**src/rtl/sad_pkg.sv**
```systemverilog
// sad_pkg: shared widths, the SAD saturation value and FSM state codes for the SAD search sequencer.
package sad_pkg;

  localparam int SAD_W = 14;
  localparam int IDX_W = 16;

  localparam logic [SAD_W-1:0] SAD_MAX = 14'h3FFF;

  typedef logic [1:0] state_t;

  localparam state_t IDLE  = 2'd0;
  localparam state_t ISSUE = 2'd1;
  localparam state_t DRAIN = 2'd2;
  localparam state_t DONE  = 2'd3;

endpackage

```
**src/rtl/sad_valid_pipe.sv**
```systemverilog
// sad_valid_pipe: PIPE_LAT-deep {valid, last} shift register that tracks each issue slot
// alongside the SAD core's fixed pipeline, so results can be qualified at the tap.
module sad_valid_pipe #(
  parameter int PIPE_LAT = 7
) (
  input  logic clk,
  input  logic rst_n,
  input  logic i_valid,
  input  logic i_last,
  output logic o_valid,
  output logic o_last
);

  logic [PIPE_LAT-1:0] r_valid;
  logic [PIPE_LAT-1:0] r_last;

  // Stage 0 captures the slot; each stage then advances one cycle toward the tap.
  always_ff @(posedge clk or negedge rst_n) begin
    if (!rst_n) begin
      r_valid <= '0;
      r_last  <= '0;
    end else begin
      r_valid[0] <= i_valid;
      r_last[0]  <= i_last;
      for (int i = 1; i < PIPE_LAT; i++) begin
        r_valid[i] <= r_valid[i-1];
        r_last[i]  <= r_last[i-1];
      end
    end
  end

  assign o_valid = r_valid[PIPE_LAT-1];
  assign o_last  = r_last[PIPE_LAT-1];

endmodule

```
**src/rtl/sad_search_ctrl.sv**
```systemverilog
// sad_search_ctrl: raster-scan sequencer for the 4-thread SAD core with running-minimum fold.
// Optional macro SAD_EARLY_EXIT_EN adds Threshold/EarlyExit early termination of the scan.
module sad_search_ctrl
  import sad_pkg::*;
#(
  parameter int FRAME_W  = 64,
  parameter int FRAME_H  = 64,
  parameter int WIN      = 4,
  parameter int PIPE_LAT = 7
) (
  input  logic             clk,
  input  logic             Rst_n,
  input  logic             Start,
  input  logic             FrameReady,
`ifdef SAD_EARLY_EXIT_EN
  input  logic [SAD_W-1:0] Threshold,
  output logic             EarlyExit,
`endif
  output logic             Busy,
  output logic             Done,
  output logic [IDX_W-1:0] BestIndex,
  output logic [SAD_W-1:0] BestValue,
  output logic             SeqError,
  output logic [IDX_W-1:0] CoreIndex,
  output logic             CoreTriggerBoss,
  input  logic [IDX_W-1:0] CoreOutIndex,
  input  logic [SAD_W-1:0] CoreOutValue,
  input  logic             CoreOutTriggerBoss
);

  localparam int LOG2W = $clog2(FRAME_W);
  // Last base x leaves room for the core's four adjacent candidates inside the frame.
  localparam logic [IDX_W-1:0] X_LAST = IDX_W'(FRAME_W - WIN - 3);
  localparam logic [IDX_W-1:0] Y_LAST = IDX_W'(FRAME_H - WIN);
  localparam logic [IDX_W-1:0] X_STEP = 16'd4;

  state_t           r_state;
  logic [IDX_W-1:0] r_x;
  logic [IDX_W-1:0] r_y;
  logic [IDX_W-1:0] r_core_index;
  logic [IDX_W-1:0] r_best_index;
  logic [SAD_W-1:0] r_best_value;
  logic             r_seq_err;
  logic             r_done;
  logic             r_busy;

  logic [IDX_W-1:0] w_x_nxt;
  logic [IDX_W-1:0] w_y_nxt;
  logic [IDX_W-1:0] w_index_nxt;
  logic             w_at_last;
  logic             w_stop;
  logic             w_issue;
  logic             w_pipe_last;
  logic             w_tap_valid;
  logic             w_tap_last;
  logic             w_better;

`ifdef SAD_EARLY_EXIT_EN
  logic [SAD_W-1:0] r_threshold;
  logic             r_early_exit;

  assign w_stop    = (r_state == ISSUE) && (r_best_value <= r_threshold);
  assign EarlyExit = r_early_exit;
`else
  assign w_stop = 1'b0;
`endif

  assign w_at_last   = (r_x == X_LAST) && (r_y == Y_LAST);
  assign w_issue     = (r_state == ISSUE) && FrameReady && !w_stop;
  // An early stop attaches the last marker to a bubble so the drain still terminates.
  assign w_pipe_last = (w_issue && w_at_last) || w_stop;
  assign w_index_nxt = (w_y_nxt << LOG2W) + w_x_nxt;
  assign w_better    = w_tap_valid && (CoreOutValue < r_best_value);

  // Next scan position: step x by four, clamp to the final base, then wrap to the next row.
  always_comb begin
    w_x_nxt = r_x;
    w_y_nxt = r_y;
    if (r_x == X_LAST) begin
      w_x_nxt = '0;
      w_y_nxt = r_y + 16'd1;
    end else if ((r_x + X_STEP) > X_LAST) begin
      w_x_nxt = X_LAST;
    end else begin
      w_x_nxt = r_x + X_STEP;
    end
  end

  sad_valid_pipe #(
    .PIPE_LAT(PIPE_LAT)
  ) u_valid_pipe (
    .clk    (clk),
    .rst_n  (Rst_n),
    .i_valid(w_issue),
    .i_last (w_pipe_last),
    .o_valid(w_tap_valid),
    .o_last (w_tap_last)
  );

  // Search FSM, scan counters, running-minimum fold and sticky sequence check.
  always_ff @(posedge clk or negedge Rst_n) begin
    if (!Rst_n) begin
      r_state      <= IDLE;
      r_x          <= '0;
      r_y          <= '0;
      r_core_index <= '0;
      r_best_index <= '0;
      r_best_value <= SAD_MAX;
      r_seq_err    <= 1'b0;
      r_done       <= 1'b0;
      r_busy       <= 1'b0;
`ifdef SAD_EARLY_EXIT_EN
      r_threshold  <= '0;
      r_early_exit <= 1'b0;
`endif
    end else begin
      r_done <= 1'b0;
      case (r_state)
        IDLE: begin
          if (Start) begin
            r_state      <= ISSUE;
            r_busy       <= 1'b1;
            r_x          <= '0;
            r_y          <= '0;
            r_core_index <= '0;
            r_best_index <= '0;
            r_best_value <= SAD_MAX;
            r_seq_err    <= 1'b0;
`ifdef SAD_EARLY_EXIT_EN
            r_threshold  <= Threshold;
            r_early_exit <= 1'b0;
`endif
          end
        end
        ISSUE: begin
          if (w_stop) begin
            r_state <= DRAIN;
`ifdef SAD_EARLY_EXIT_EN
            r_early_exit <= 1'b1;
`endif
          end else if (w_issue) begin
            if (w_at_last) begin
              r_state <= DRAIN;
            end else begin
              r_x          <= w_x_nxt;
              r_y          <= w_y_nxt;
              r_core_index <= w_index_nxt;
            end
          end
        end
        DRAIN: begin
          if (w_tap_last) begin
            r_state <= DONE;
            r_busy  <= 1'b0;
            r_done  <= 1'b1;
          end
        end
        DONE: begin
          r_state <= IDLE;
        end
        default: begin
          r_state <= IDLE;
        end
      endcase

      if (w_better) begin
        r_best_value <= CoreOutValue;
        r_best_index <= CoreOutIndex;
      end
      if (w_tap_valid && (CoreOutTriggerBoss != w_tap_last)) begin
        r_seq_err <= 1'b1;
      end
    end
  end

  assign Busy            = r_busy;
  assign Done            = r_done;
  assign BestIndex       = r_best_index;
  assign BestValue       = r_best_value;
  assign SeqError        = r_seq_err;
  assign CoreIndex       = r_core_index;
  assign CoreTriggerBoss = w_issue && w_at_last;

endmodule

```
**config.mk**
```make
export PLATFORM = sky130hd
export DESIGN_NAME = sad_search_ctrl
export DESIGN_NICKNAME = d
export VERILOG_FILES = /design/src/rtl/sad_pkg.sv /design/src/rtl/sad_valid_pipe.sv /design/src/rtl/sad_search_ctrl.sv
export SDC_FILE = /design/constraint.sdc
export NUM_CORES = 1
export LEC_CHECK = 0
export CORE_MARGIN = 5
export CORE_UTILIZATION = 45
export DETAILED_ROUTE_END_ITERATION = 6
export DONT_BUFFER_PORTS = 1
export PLACE_DENSITY = 0.58
export RECOVER_POWER = 100
export SLEW_MARGIN = 5
export SYNTH_ARGS = -nofsm -noshare
export SYNTH_HDL_FRONTEND = slang
export SYNTH_HIERARCHICAL = 1
export SYNTH_SLANG_ARGS = --single-unit
```
**constraint.sdc**
```tcl
create_clock -name clk -period 2.6 [get_ports clk]
set_input_delay 0.52 -clock clk [delete_from_list [all_inputs] [get_ports clk]]
set_output_delay 0.52 -clock clk [all_outputs]
set_load 0.01 [all_outputs]
```
; Word level (Yosys, flattened, before mapping)
; Cells that the tools add are included.
[op_classes]
reduce_logical = 18
n_addsub = 3
n_lt_le_gt_ge = 2
eq_ne = 12
mux = 31
[ops]
columns = op, n
row1 = $mux W16, 12
row2 = $pmux W16 S2, 3
row3 = $mux W14, 3
row4 = $eq A16 B6 Y1 const B, 2
row5 = $add A16 B1 Y16 const B, 1
row6 = $add A16 B16 Y16, 1
row7 = $add A16 B3 Y16 const B, 1
row8 = $gt A16 B6 Y1 const B, 1
row9 = $lt A14 B14 Y1, 1
row10 = $reduce_bool A2 Y1, 6
row11 = $mux W2, 4
row12 = $ne A2 B2 Y1 const B, 4
row13 = $pmux W2 S4, 1
row14 = $reduce_and A4 Y1, 2
row15 = $mux W1, 7
row16 = $logic_and A1 B1 Y1, 5
row17 = $reduce_and A5 Y1, 1
row18 = $eq A2 B2 Y1 const B, 2
row19 = $ne A2 B1 Y1 const B, 2
row20 = $reduce_and A2 Y1, 2
row21 = $reduce_and A3 Y1, 1
row22 = $eq A2 B1 Y1 const B, 1
row23 = $logic_not A2 Y1, 1
row24 = $pmux W1 S2, 1
row25 = $ne A1 B1 Y1, 1
[word_totals]
ff_bits = 97

; Longest topological paths before layout
[depth]
ltp_word = 8
depth_mapped = 16
ltp_nobuf = 14

; Modules after synthesis
; The synthesis kept the hierarchy.
[by_module_without_submodules]
columns = mod, area_each_um2, seq_area_each_um2, cells_each, n_inst
row1 = sad_search_ctrl, 4849.7, 1944.4, 502, 1
row2 = sad_valid_pipe, 350.3, 350.3, 14, 1

; Worst setup path before layout
; Ideal clock, no wire load.
[synth_path]
kind = flip-flop to flip-flop
from = register r_x[2]
to = register r_core_index[14], in the netlist CoreIndex[14]
synth_period_minus_slack_ns = 2.397
setup_slack_ns = 0.203
stages_incl_launch_ff = 13
n_path_buf = 2
arrival_ns = 2.268
setup_time_ns = 0.128
path_cell_list = dfrtp_1 > inv_1 > ha_1 > and4bb_2 > and4_1 > buf_4 > and2_4 > buf_8 > nand4_4 > xnor2_1 > ha_1 > xor2_1 > o21ai_0
[synth_between]
elab_chain_len = 8
elab_cells_between_ends = 13
[synth_rtl]
columns = element, line
row1 = from (decl), sad_search_ctrl.sv:38  ; logic [IDX_W-1:0] r_x;
row2 = from (signal assigned), sad_search_ctrl.sv:145  ; r_x <= w_x_nxt;
row3 = $add A16 B3 Y16, "sad_search_ctrl.sv:82, sad_search_ctrl.sv:85"
row4 = $gt A16 B6 Y1, sad_search_ctrl.sv:82  ; end else if ((r_x + X_STEP) > X_LAST) begin
row5 = $mux W16, sad_search_ctrl.sv:82
row6 = $mux W16, sad_search_ctrl.sv:79  ; if (r_x == X_LAST) begin
row7 = $add A16 B16 Y16, sad_search_ctrl.sv:72  ; assign w_index_nxt = (w_y_nxt << LOG2W) + w_x_nxt;
row8 = $mux W16, sad_search_ctrl.sv:142  ; if (w_at_last) begin
row9 = $mux W16, sad_search_ctrl.sv:141  ; end else if (w_issue) begin
row10 = $pmux W16 S2, sad_search_ctrl.sv:118  ; case (r_state)
row11 = to (signal assigned), sad_search_ctrl.sv:147  ; r_core_index <= w_index_nxt;
row12 = to (decl), sad_search_ctrl.sv:40  ; logic [IDX_W-1:0] r_core_index;
; Several ways; a longest one is shown, not always the timed one. The select of a mux whose other input is x is not followed.
; A chain may end at the register's enable or synchronous reset.

; Worst setup path after layout
[layout_path]
from = register r_best_value[11], in the netlist BestValue[11]
to = register r_best_value[7], in the netlist BestValue[7]
[layout_between]
elab_chain_len = 4
elab_cells_between_ends = 6
[layout_rtl]
columns = element, line
row1 = from (decl), sad_search_ctrl.sv:42  ; logic [SAD_W-1:0] r_best_value;
row2 = from (signal assigned), sad_search_ctrl.sv:167  ; r_best_value <= CoreOutValue;
row3 = $lt A14 B14 Y1 (*), sad_search_ctrl.sv:73  ; assign w_better = w_tap_valid && (CoreOutValue < r_best_value);
row4 = $logic_and A1 B1 Y1 (*), sad_search_ctrl.sv:73
row5 = $reduce_bool A2 Y1 (no source line), --
row6 = $reduce_and A2 Y1 (no source line), --
; Mark *: on every way between the ends. The rest lies on a longest branch, timed or not.

==> impl_metrics.ini <==
[run_status]
status = complete, but fails checks
violations = capacitance limit, slew limit

[timing]
relSlewSlack_pct = -28.7
period_share_pct = 96.3
hold_violations = 0
final-max-slew-violation-count = 78
min_period_ps = 2500
finClkSkew_ps = 8.73
fin_hold_ws_ps = 297
max_freq_mhz = 399
fin_setup_tns_ps = 0
grt_setup_unrepaired = no
worst_pin_slew_ps = 1930
setup_violations = 0

[route]
drc = 0
drt_iter0_markers = 235
post_drt_wl_per_cell_um = 16.1
wl_um = 11000
via_per_inst = 5.40
drtAntennaViolNets = 0
vias = 3713
dr.pass1.iters = 4

[synthesis]
ys.flop_type = dfrtp_1
synth_area_leaders = dfrtp_1 37%, ha_1 7.2%, dfstp_2 7.1%
synth_edf_count = 0
synth.distinct_cells = 62
yosysSeqAreaShare_pct = 44.1
async_flop_share_pct = 100
yosysTopAreaCell = dfrtp_1
ys_ff_latch = 91
yosys_warnings = 6
synth_area_sq_um = 5200
yosys-top-cells-count = 77 x dfrtp_1, 64 x nand2_1, 43 x inv_1
avgSynthCellArea_sq_um = 10.1
netlist_instances = 516
synth_most_common_cell = dfrtp_1
yosys.area.top_type_share_pct = 37.1

[place]
place_area_sq_um = 5430
port_buffers = 0
dp_hpwl_um = 7560
finalWeightedCongestion = 0.840
placed_cells = 659

[cts]
clk_pin_slew_ps = 70
cts.htree.levels = 3
cts-root-buf = clkbuf_16
clk_path_buf_depth = 2
cts_made_buffers = 9
clock_latency_ps = 340
cts_sinks = 91
cts_tree = built

[worst_setup_path]
end_kind = register
worst-path-max-fanout = 5
crit_required_ps = 2870
critPathLaunchType = register
arrival_ps = 2770
r2r-end = BestValue[7]$_DFFE_PN1P_
r2r_start = BestValue[11]$_DFFE_PN1P_
r2r_cells = 10
rrSetupSlack_ps = 100
path_class = reg -> reg

[floorplanning]
pin_count = 85
core_area_sq_um = 11400
die_w_um = 117
start_util_pct = 45.7
num_rows = 39
die_h_um = 117
dieArea_sq_um = 13800

[pwr]
power_switching_share_pct = 32.6
power_density_nw_per_um2 = 799
seqPwrFrac_pct = 44.5
vdd_drop_max_mv = 0.484
internal-power_mw = 3.14
power_leakage_nw = 2.88
pwr-share-clk_pct = 28.7
p_comb_share_pct = 26.8
p_sw_mw = 1.52

[grt]
grt_pass1_wl_um = 18500
grt_max_degree = 78
antenna_found_initial = 0
track_usage_pct = 16.1
grt_pass1_vias = 3689
gr-total-overflow = 0

[cells_and_area]
multi_input_area_sq_um = 2640
regArea_sq_um = 2290
antenna-diode-count = 0
syn_to_final_growth_pct = 12.2
final_nets = 605
nFillCells = 1062
finalNonFillerCells = 687
drive_gt1_share_pct = 12.1
final_area_sq_um = 5830

[job]
maxCapViolations = 1

[hold_path]
hold_class = in -> reg
hold_path_depth = 2
min_from = CoreOutIndex[14]
holdPathEnd = BestIndex[14]$_DFFE_PN0P_
[power groups by stage]
stage	clock network, mW	registers, mW	logic [mW]
floorplan	0	2.09	0.820
CTS	1.38	2.11	1.12
detailed placement	0	2.14	1.08
finish	1.34	2.08	1.25
global placement	0	2.13	1.04
global route	1.44	2.12	1.43
[metal layers]
layer  wire length (um)  global-route usage (%)  part of all wire (%)  vias to the layer above
li1                   -                       -                     -                     1817
met1               4850                    20.6                    44                     1793
met2               5220                    25.7                    47                       92
met3                777                    4.90                   7.0                       11
met4                180                    6.02                   1.6                        0
met5                  0                       0                     0                        -
[repair_timing]
| item | CTS | global route |
|---|---|---|
| setup endpoints to repair | 0 | 28 |
| endpoints found under the hold margin | 77 | 0 |
| gates resized for setup | 0 | 7 |
| buffers inserted | 0 | 7 |
| hold buffers | 2 | 0 |
[worst max-delay path by stage]
stage,start,to,depth (start not counted)
detailed placement,BestValue[7]$_DFFE_PN1P_,BestValue[1]$_DFFE_PN1P_,10
CTS,BestValue[7]$_DFFE_PN1P_,BestValue[1]$_DFFE_PN1P_,10
global route,BestValue[11]$_DFFE_PN1P_,BestValue[7]$_DFFE_PN1P_,10
global placement,BestValue[7]$_DFFE_PN1P_,BestValue[7]$_DFFE_PN1P_,10
finish,BestValue[11]$_DFFE_PN1P_,BestValue[7]$_DFFE_PN1P_,10
floorplan,r_x[2]$_DFFE_PN0P_,CoreIndex[14]$_DFFE_PN0P_,12
[area by class of cell]
cell class / instances / area share (%)
sequential: 91 / 39.3
multi-input combinational: 364 / 45.2
clock inverter: 5 / 1.05
timing repair buffer: 30 / 4.44
inverter: 43 / 2.77
tap: 143 / 3.07
clock buffer: 11 / 4.16
[flip-flops by register name, indices dropped and copies added, names as in the netlist, 2 cells and up]
name,cells
r_x,16
u_valid_pipe/r_last,7
BestValue,14
BestIndex,16
r_state,2
u_valid_pipe/r_valid,7
CoreIndex,10
r_y,16
[critical path, stage by stage, from the launching register on]
cell       delay (ps)
dfstp_1           570
inv_1              80
ha_1              310
o21a_1            110
o21a_1            170
o21a_1            190
o41ai_2            60
buf_4             180
o2111ai_4         220
clkbuf_16         240
mux2_1            300
[kinds of logic (layout without fill, tap and decap cells)]
group	count (synthesis)	count (layout)	synth area share, %
AND/OR/NAND/NOR	168	168	18.6
AO/OA/AOI/OAI	95	96	12.0
flip-flops	91	91	44.1
buffers and inverters	70	89	6.33
multiplexers	36	36	7.31
adder cells (fa/ha/maj)	31	31	7.60
XOR/XNOR	23	23	3.87
other	2	10	0.144
[through the flow]
step,util [%],worst slack [ps],power [mW]
floorplan,-,203,2.91
CTS,50.7,12.1,4.61
global route,51.3,0.205,4.99
detailed placement,47.7,24.2,3.22
global placement,47.7,103,3.17
finish,51.3,95.4,4.66
[layout by cell type, fill, tap and decap left out, types with 12 or more instances in the layout]
cell type   n
mux2i_1    20
mux2_1     12
a21oi_1    15
o21ai_0    30
dfrtp_1    77
nand2_1    64
xor2_1     12
inv_1      42
nor2_1     20
ha_1       30
Power figures use the tool's default switching activity.
